`config.mk`:
```
export PLATFORM = sky130hd
export DESIGN_NAME = alu_issue_stage
export DESIGN_NICKNAME = d
export VERILOG_FILES = /design/src/rtl/rv_alu_pkg.sv /design/src/rtl/operand_fwd_mux.sv /design/src/rtl/alu_issue_stage.sv
export SDC_FILE = /design/constraint.sdc
export NUM_CORES = 1
export LEC_CHECK = 0
export BUFFER_PORTS_ARGS = -buffer_cell sky130_fd_sc_hd__buf_2
export CAP_MARGIN = 0
export CELL_PAD_IN_SITES_DETAIL_PLACEMENT = 1
export CELL_PAD_IN_SITES_GLOBAL_PLACEMENT = 2
export CORE_ASPECT_RATIO = 1.5
export CORE_MARGIN = 3
export CORE_UTILIZATION = 25
export DETAILED_ROUTE_END_ITERATION = 16
export MAX_ROUTING_LAYER = met4
export PLACE_DENSITY_LB_ADDON = 0.25
export REMOVE_ABC_BUFFERS = 1
export SYNTH_ARGS = -nofsm -noshare
export SYNTH_HDL_FRONTEND = slang
export SYNTH_HIERARCHICAL = 1
export SYNTH_SLANG_ARGS = --single-unit
```
`constraint.sdc`:
```
create_clock -name clk -period 2.3 [get_ports clk]
set_clock_uncertainty 0.2 [all_clocks]
set_input_delay 0.23 -clock clk [delete_from_list [all_inputs] [get_ports clk]]
set_output_delay 0.23 -clock clk [all_outputs]
set_load 0.05 [all_outputs]
```
`src/rtl/rv_alu_pkg.sv`:
```
// Shared ALU definitions: operand/register widths, select encodings and the
// load-tracking state type used by the issue stage.
package rv_alu_pkg;

  localparam int XLEN = 32;
  localparam int RA_W = 5;

  typedef enum logic [3:0] {
    ALU_SLL  = 4'd0,
    ALU_SRA  = 4'd1,
    ALU_ADD  = 4'd2,
    ALU_AND  = 4'd3,
    ALU_OR   = 4'd4,
    ALU_XOR  = 4'd5,
    ALU_SLT  = 4'd6,
    ALU_MUL  = 4'd7,
    ALU_MULH = 4'd8,
    ALU_DIV  = 4'd9,
    ALU_REM  = 4'd10,
    ALU_SUB  = 4'd11
  } alu_sel_e;

  typedef enum logic {
    LD_IDLE = 1'b0,
    LD_PEND = 1'b1
  } ld_state_e;

endpackage

```
`src/rtl/operand_fwd_mux.sv`:
```
// Operand source select for one register read: x0, in-stage ALU result,
// writeback data, or register-file data, in that priority.
module operand_fwd_mux
  import rv_alu_pkg::*;
(
  input  logic [RA_W-1:0] rs_i,
  input  logic [XLEN-1:0] rf_val_i,
  input  logic            ex_fwd_en_i,
  input  logic [RA_W-1:0] ex_rd_i,
  input  logic [XLEN-1:0] ex_data_i,
  input  logic            wb_valid_i,
  input  logic [RA_W-1:0] wb_rd_i,
  input  logic [XLEN-1:0] wb_data_i,
  output logic [XLEN-1:0] val_o
);

  always_comb begin
    val_o = rf_val_i;
    if (rs_i == '0)
      val_o = '0;
    else if (ex_fwd_en_i && (ex_rd_i == rs_i))
      val_o = ex_data_i;
    else if (wb_valid_i && (wb_rd_i == rs_i))
      val_o = wb_data_i;
  end

endmodule

```
`src/rtl/alu_issue_stage.sv`:
```
// ID/EX register ahead of the ALU: operand forwarding, load-use interlock,
// valid/ready handshake toward decode and MEM, and flush.
//
//   state   | meaning
//   LD_IDLE | no load result outstanding
//   LD_PEND | a load to load_rd_q has left the stage, data not yet written back
module alu_issue_stage
  import rv_alu_pkg::*;
(
  input  logic            clk,
  input  logic            rst_n,
  input  logic            flush,
  input  logic            dec_valid,
  output logic            dec_ready,
  input  logic [RA_W-1:0] dec_rs1,
  input  logic [RA_W-1:0] dec_rs2,
  input  logic [XLEN-1:0] dec_rs1_val,
  input  logic [XLEN-1:0] dec_rs2_val,
  input  logic [XLEN-1:0] dec_imm,
  input  logic            dec_use_imm,
  input  logic [3:0]      dec_sel,
  input  logic            dec_un,
  input  logic [RA_W-1:0] dec_rd,
  input  logic            dec_we,
  input  logic            dec_load,
  input  logic [XLEN-1:0] alu_result,
  input  logic            wb_valid,
  input  logic [RA_W-1:0] wb_rd,
  input  logic [XLEN-1:0] wb_data,
  output logic            out_valid,
  input  logic            out_ready,
  output logic [XLEN-1:0] alu_x,
  output logic [XLEN-1:0] alu_y,
  output logic [3:0]      alu_s,
  output logic            alu_un,
  output logic [RA_W-1:0] out_rd,
  output logic            out_we,
  output logic            out_load
);

  logic            out_valid_q, out_valid_d;
  logic [XLEN-1:0] alu_x_q, alu_x_d, alu_y_q, alu_y_d;
  logic [3:0]      alu_s_q, alu_s_d;
  logic            alu_un_q, alu_un_d;
  logic [RA_W-1:0] out_rd_q, out_rd_d;
  logic            out_we_q, out_we_d, out_load_q, out_load_d;
  ld_state_e       ld_state_q, ld_state_d;
  logic [RA_W-1:0] load_rd_q, load_rd_d;

  logic            ex_fwd_en, rs2_used, wb_hits_pend, ex_load_blk, pend_blk;
  logic            hazard, accept, xfer, ld_set;
  logic [XLEN-1:0] rs1_res, rs2_res;

  // A load's own ALU output is an address, never forwardable data.
  assign ex_fwd_en    = out_valid_q & out_we_q & ~out_load_q;
  assign rs2_used     = ~dec_use_imm;
  assign wb_hits_pend = wb_valid & (wb_rd == load_rd_q);

  assign ex_load_blk = out_valid_q & out_load_q & out_we_q & (out_rd_q != '0) &
                       ((dec_rs1 == out_rd_q) | (rs2_used & (dec_rs2 == out_rd_q)));
  assign pend_blk    = (ld_state_q == LD_PEND) & ~wb_hits_pend &
                       ((dec_rs1 == load_rd_q) | (rs2_used & (dec_rs2 == load_rd_q)));
  assign hazard      = dec_valid & (ex_load_blk | pend_blk);

  assign dec_ready = (~out_valid_q | out_ready) & ~hazard & ~flush;
  assign accept    = dec_valid & dec_ready;
  assign xfer      = out_valid_q & out_ready;
  assign ld_set    = xfer & out_load_q & out_we_q & (out_rd_q != '0);

  operand_fwd_mux u_fwd_rs1 (
    .rs_i        (dec_rs1),
    .rf_val_i    (dec_rs1_val),
    .ex_fwd_en_i (ex_fwd_en),
    .ex_rd_i     (out_rd_q),
    .ex_data_i   (alu_result),
    .wb_valid_i  (wb_valid),
    .wb_rd_i     (wb_rd),
    .wb_data_i   (wb_data),
    .val_o       (rs1_res)
  );

  operand_fwd_mux u_fwd_rs2 (
    .rs_i        (dec_rs2),
    .rf_val_i    (dec_rs2_val),
    .ex_fwd_en_i (ex_fwd_en),
    .ex_rd_i     (out_rd_q),
    .ex_data_i   (alu_result),
    .wb_valid_i  (wb_valid),
    .wb_rd_i     (wb_rd),
    .wb_data_i   (wb_data),
    .val_o       (rs2_res)
  );

  always_comb begin
    out_valid_d = out_valid_q;
    alu_x_d     = alu_x_q;
    alu_y_d     = alu_y_q;
    alu_s_d     = alu_s_q;
    alu_un_d    = alu_un_q;
    out_rd_d    = out_rd_q;
    out_we_d    = out_we_q;
    out_load_d  = out_load_q;
    if (flush) begin
      out_valid_d = 1'b0;
    end else if (accept) begin
      out_valid_d = 1'b1;
      alu_x_d     = rs1_res;
      alu_y_d     = dec_use_imm ? dec_imm : rs2_res;
      alu_s_d     = dec_sel;
      alu_un_d    = dec_un;
      out_rd_d    = dec_rd;
      out_we_d    = dec_we;
      out_load_d  = dec_load;
    end else if (xfer) begin
      out_valid_d = 1'b0;
    end
  end

  // A newly departing load replaces any older pending one.
  always_comb begin
    ld_state_d = ld_state_q;
    load_rd_d  = load_rd_q;
    if (flush) begin
      ld_state_d = LD_IDLE;
    end else if (ld_set) begin
      ld_state_d = LD_PEND;
      load_rd_d  = out_rd_q;
    end else if ((ld_state_q == LD_PEND) && wb_hits_pend) begin
      ld_state_d = LD_IDLE;
    end
  end

  always_ff @(posedge clk or negedge rst_n) begin
    if (!rst_n) begin
      out_valid_q <= 1'b0;
      alu_x_q     <= '0;
      alu_y_q     <= '0;
      alu_s_q     <= '0;
      alu_un_q    <= 1'b0;
      out_rd_q    <= '0;
      out_we_q    <= 1'b0;
      out_load_q  <= 1'b0;
      ld_state_q  <= LD_IDLE;
      load_rd_q   <= '0;
    end else begin
      out_valid_q <= out_valid_d;
      alu_x_q     <= alu_x_d;
      alu_y_q     <= alu_y_d;
      alu_s_q     <= alu_s_d;
      alu_un_q    <= alu_un_d;
      out_rd_q    <= out_rd_d;
      out_we_q    <= out_we_d;
      out_load_q  <= out_load_d;
      ld_state_q  <= ld_state_d;
      load_rd_q   <= load_rd_d;
    end
  end

  assign out_valid = out_valid_q;
  assign alu_x     = alu_x_q;
  assign alu_y     = alu_y_q;
  assign alu_s     = alu_s_q;
  assign alu_un    = alu_un_q;
  assign out_rd    = out_rd_q;
  assign out_we    = out_we_q;
  assign out_load  = out_load_q;

endmodule

```
==> flow_summary.ini <==
[run_status]
status = finished, violations left
violations = setup timing

[clock_tree]
numCtsBuffers = 9
cts-htree-levels = 3
insertion_delay_ns = 0.36
clockBufferDepth = 2
clkSinkCount = 83
clk_pin_slew_ns = 0.07
cts_tree = done
root_buffer = clkbuf_16

[sta]
drv_slew = 0
worst_slew_margin_rel = 0.705
fin_ws_ns = -0.410
final-hold-violation-count = 0
tightest_slew_ns = 0.440
fin_crit_ns = 2.71
fmax_ghz = 0.369
grt_setup_unrepaired = true
setup_viol = 81
fin_crit_sh = 1.18

[global_routing]
overflow = 0
antenna_found_initial = 7
grt_pass1_vias = 7476
grt_first_pass_wirelength_um = 44300
grt_max_degree = 48
grt_use_total = 0.219

[placement]
numPortBuffers = 271
dpl.hpwl_um = 22200
placed_area_sq_um = 8630
gp_congestion = 0.813
place_ws_ns = -0.212

[setup_path]
startpoint_type = flop
end_kind = flop
crit_type = reg -> reg
critPathSlowestCell = dfrtp_1
critPathRequiredTime_ns = 2.34
slowest_delay_ns = 0.43
critical_path_arrival_ns = 2.75
path_common_cell = buf_6
crit_chain = buf_6 > xnor2_2 > nand4_1 > o32a_1 > buf_6 > o221ai_4 > buf_12 > buf_16 > clkbuf_16 > mux2_4
worstPathMaxFanout = 8

[floorplanning]
initial_core_util = 0.257
die_w_um = 136
fp.dieH_um = 201
die_area_sq_um = 27300
core_area_sq_um = 24600
io_pins = 272
rows = 70

[cells_and_area]
design_area_sq_um = 10300
final_common_cell = buf_2
nets = 1192
fill_cells = 2781
layout-drive-gt1-share = 0.548
area_delta_synth_final_pct = 62.6
layout_common_cells = buf_2 (269), dfrtp_1 (80), mux2_4 (73), o21ai_0 (63)

[routing]
post-route-drc-count = 0
drtIter0Drc = 350
via_count = 7082
routed_wl_um = 32300
wire_per_inst_um = 24.2
firstDrtPassIters = 4
detail-route-antenna-nets = 0
viasPerCell = 5.31

[synthesis]
synth-seq-cells = 83
synth_cell_types = 35
ys_warn_count = 6
netlist_instances = 651
synthArstFlopShare = 1.00
synth_edf_count = 0
ys_seq_area_frac = 0.328
ys.flop_type = dfrtp_1
syn-cell-area_sq_um = 6330
synth.avg_cell_area_sq_um = 9.72

[worst_hold_path]
min_path_type = in -> reg

[power]
leakage_nw = 4.48
vdd_drop_max_mv = 0.392
power_mw = 7.10
powerDensity_nw_per_um2 = 690

[run]
max_cap_viol_count = 0
## worst max-delay path: cells and delay by family, from the launching register on
family	cells	cell delay, ns
DFF	1	0.43
AOI/OAI and AO/OA	2	0.59
xor gates and xnor gates	1	0.13
buffers and inverters	5	0.80
muxes	1	0.30
and+or+nand+nor	1	0.13
## area by class of cell
| type | count | area [sq um] | area share |
|---|---|---|---|
| Multi-Input combinational cell | 490 | 4350 | 0.422 |
| Timing Repair Buffer | 413 | 3090 | 0.301 |
| Sequential cell | 83 | 2080 | 0.202 |
| Tap cell | 324 | 405 | 0.0394 |
| Clock buffer | 11 | 243 | 0.0236 |
| Clock inverter | 5 | 100 | 0.00973 |
| Antenna cell | 7 | 17.5 | 0.00170 |
| Inverter | 1 | 3.75 | 0.000365 |
## Yosys cell counts, types with 6 or more instances
cell type | instances | area [sq um]
mux2_2 | 40 | 450
mux2_1 | 73 | 822
nand3_1 | 38 | 190
a211oi_1 | 36 | 270
a311oi_2 | 20 | 300
xnor2_1 | 41 | 359
buf_6 | 6 | 67.6
o22a_1 | 36 | 315
nand4_1 | 35 | 219
o21ai_0 | 63 | 315
nand2_1 | 9 | 33.8
clkbuf_1 | 51 | 191
buf_2 | 17 | 85.1
a311oi_1 | 8 | 70.1
nor3_1 | 64 | 320
dfrtp_1 | 83 | 2080
## logic make-up (layout without fill, tap and decap cells)
group | after synthesis | count (layout) | synth area share
flip-flops | 83 | 83 | 0.328
buffers and inverters | 78 | 430 | 0.0573
AO/OA/AOI/OAI | 174 | 174 | 0.216
XOR/XNOR | 45 | 45 | 0.0646
other | 0 | 7 | 0
AND/OR/NAND/NOR | 158 | 158 | 0.133
multiplexers | 113 | 113 | 0.201
## timing repair
action	CTS	global route
pin swaps	6	13
setup endpoints to repair	79	82
endpoints found under the hold margin	114	0
cloned	0	13
hold buffers	33	0
buffers inserted	7	14
gates resized for setup	12	109
## flip-flops by register name, indices dropped and copies added (netlist names)
name	cells
alu_y	32
out_load	1
load_rd_q	5
out_valid	1
out_we	1
alu_un	1
alu_x	32
ld_state_q	1
alu_s	4
out_rd	5
## final timing paths
| kind | startpoint | to | slack, ns | depth (start not counted) |
|---|---|---|---|---|
| min | dec_imm[23] | alu_y[23] | 0.04 | 3 |
| max | out_rd[0] | alu_x[10] | -0.41 | 10 |
| min in group asynchronous | rst_n | out_rd[2] | 0.12 | 2 |
| max in group asynchronous | rst_n | alu_y[19] | 1.19 | 3 |
| max reg2reg | out_rd[0] | alu_x[10] | -0.41 | 10 |
| min reg2reg | alu_x[24] | alu_x[24] | 0.29 | 1 |
## routing by layer
layer,global-route usage,wire length [um]
met1,0.246,12800
met2,0.394,17000
met3,0.0328,1640
met4,0.0724,918
met5,-,0
## stage by stage
stage	TNS [ns]	util	hold WS, ns	cells
floorplan	-151.86	-	-0.266	574
global placement	-10.35	0.351	-0.0436	1248
detailed placement	-12.67	0.351	-0.0425	1248
CTS	-17.68	0.383	0.000699	1304
global route	-31.88	0.418	0.0320	1334
finish	-26.91	0.418	0.0418	1334
## where the power goes
part           internal [mW]  switching (mW)  leakage [nW]
logic                   1.38            2.01          3.32
clock network           1.09           0.657         0.170
registers               1.76           0.201         0.986
(Power assumes the default switching activity.)
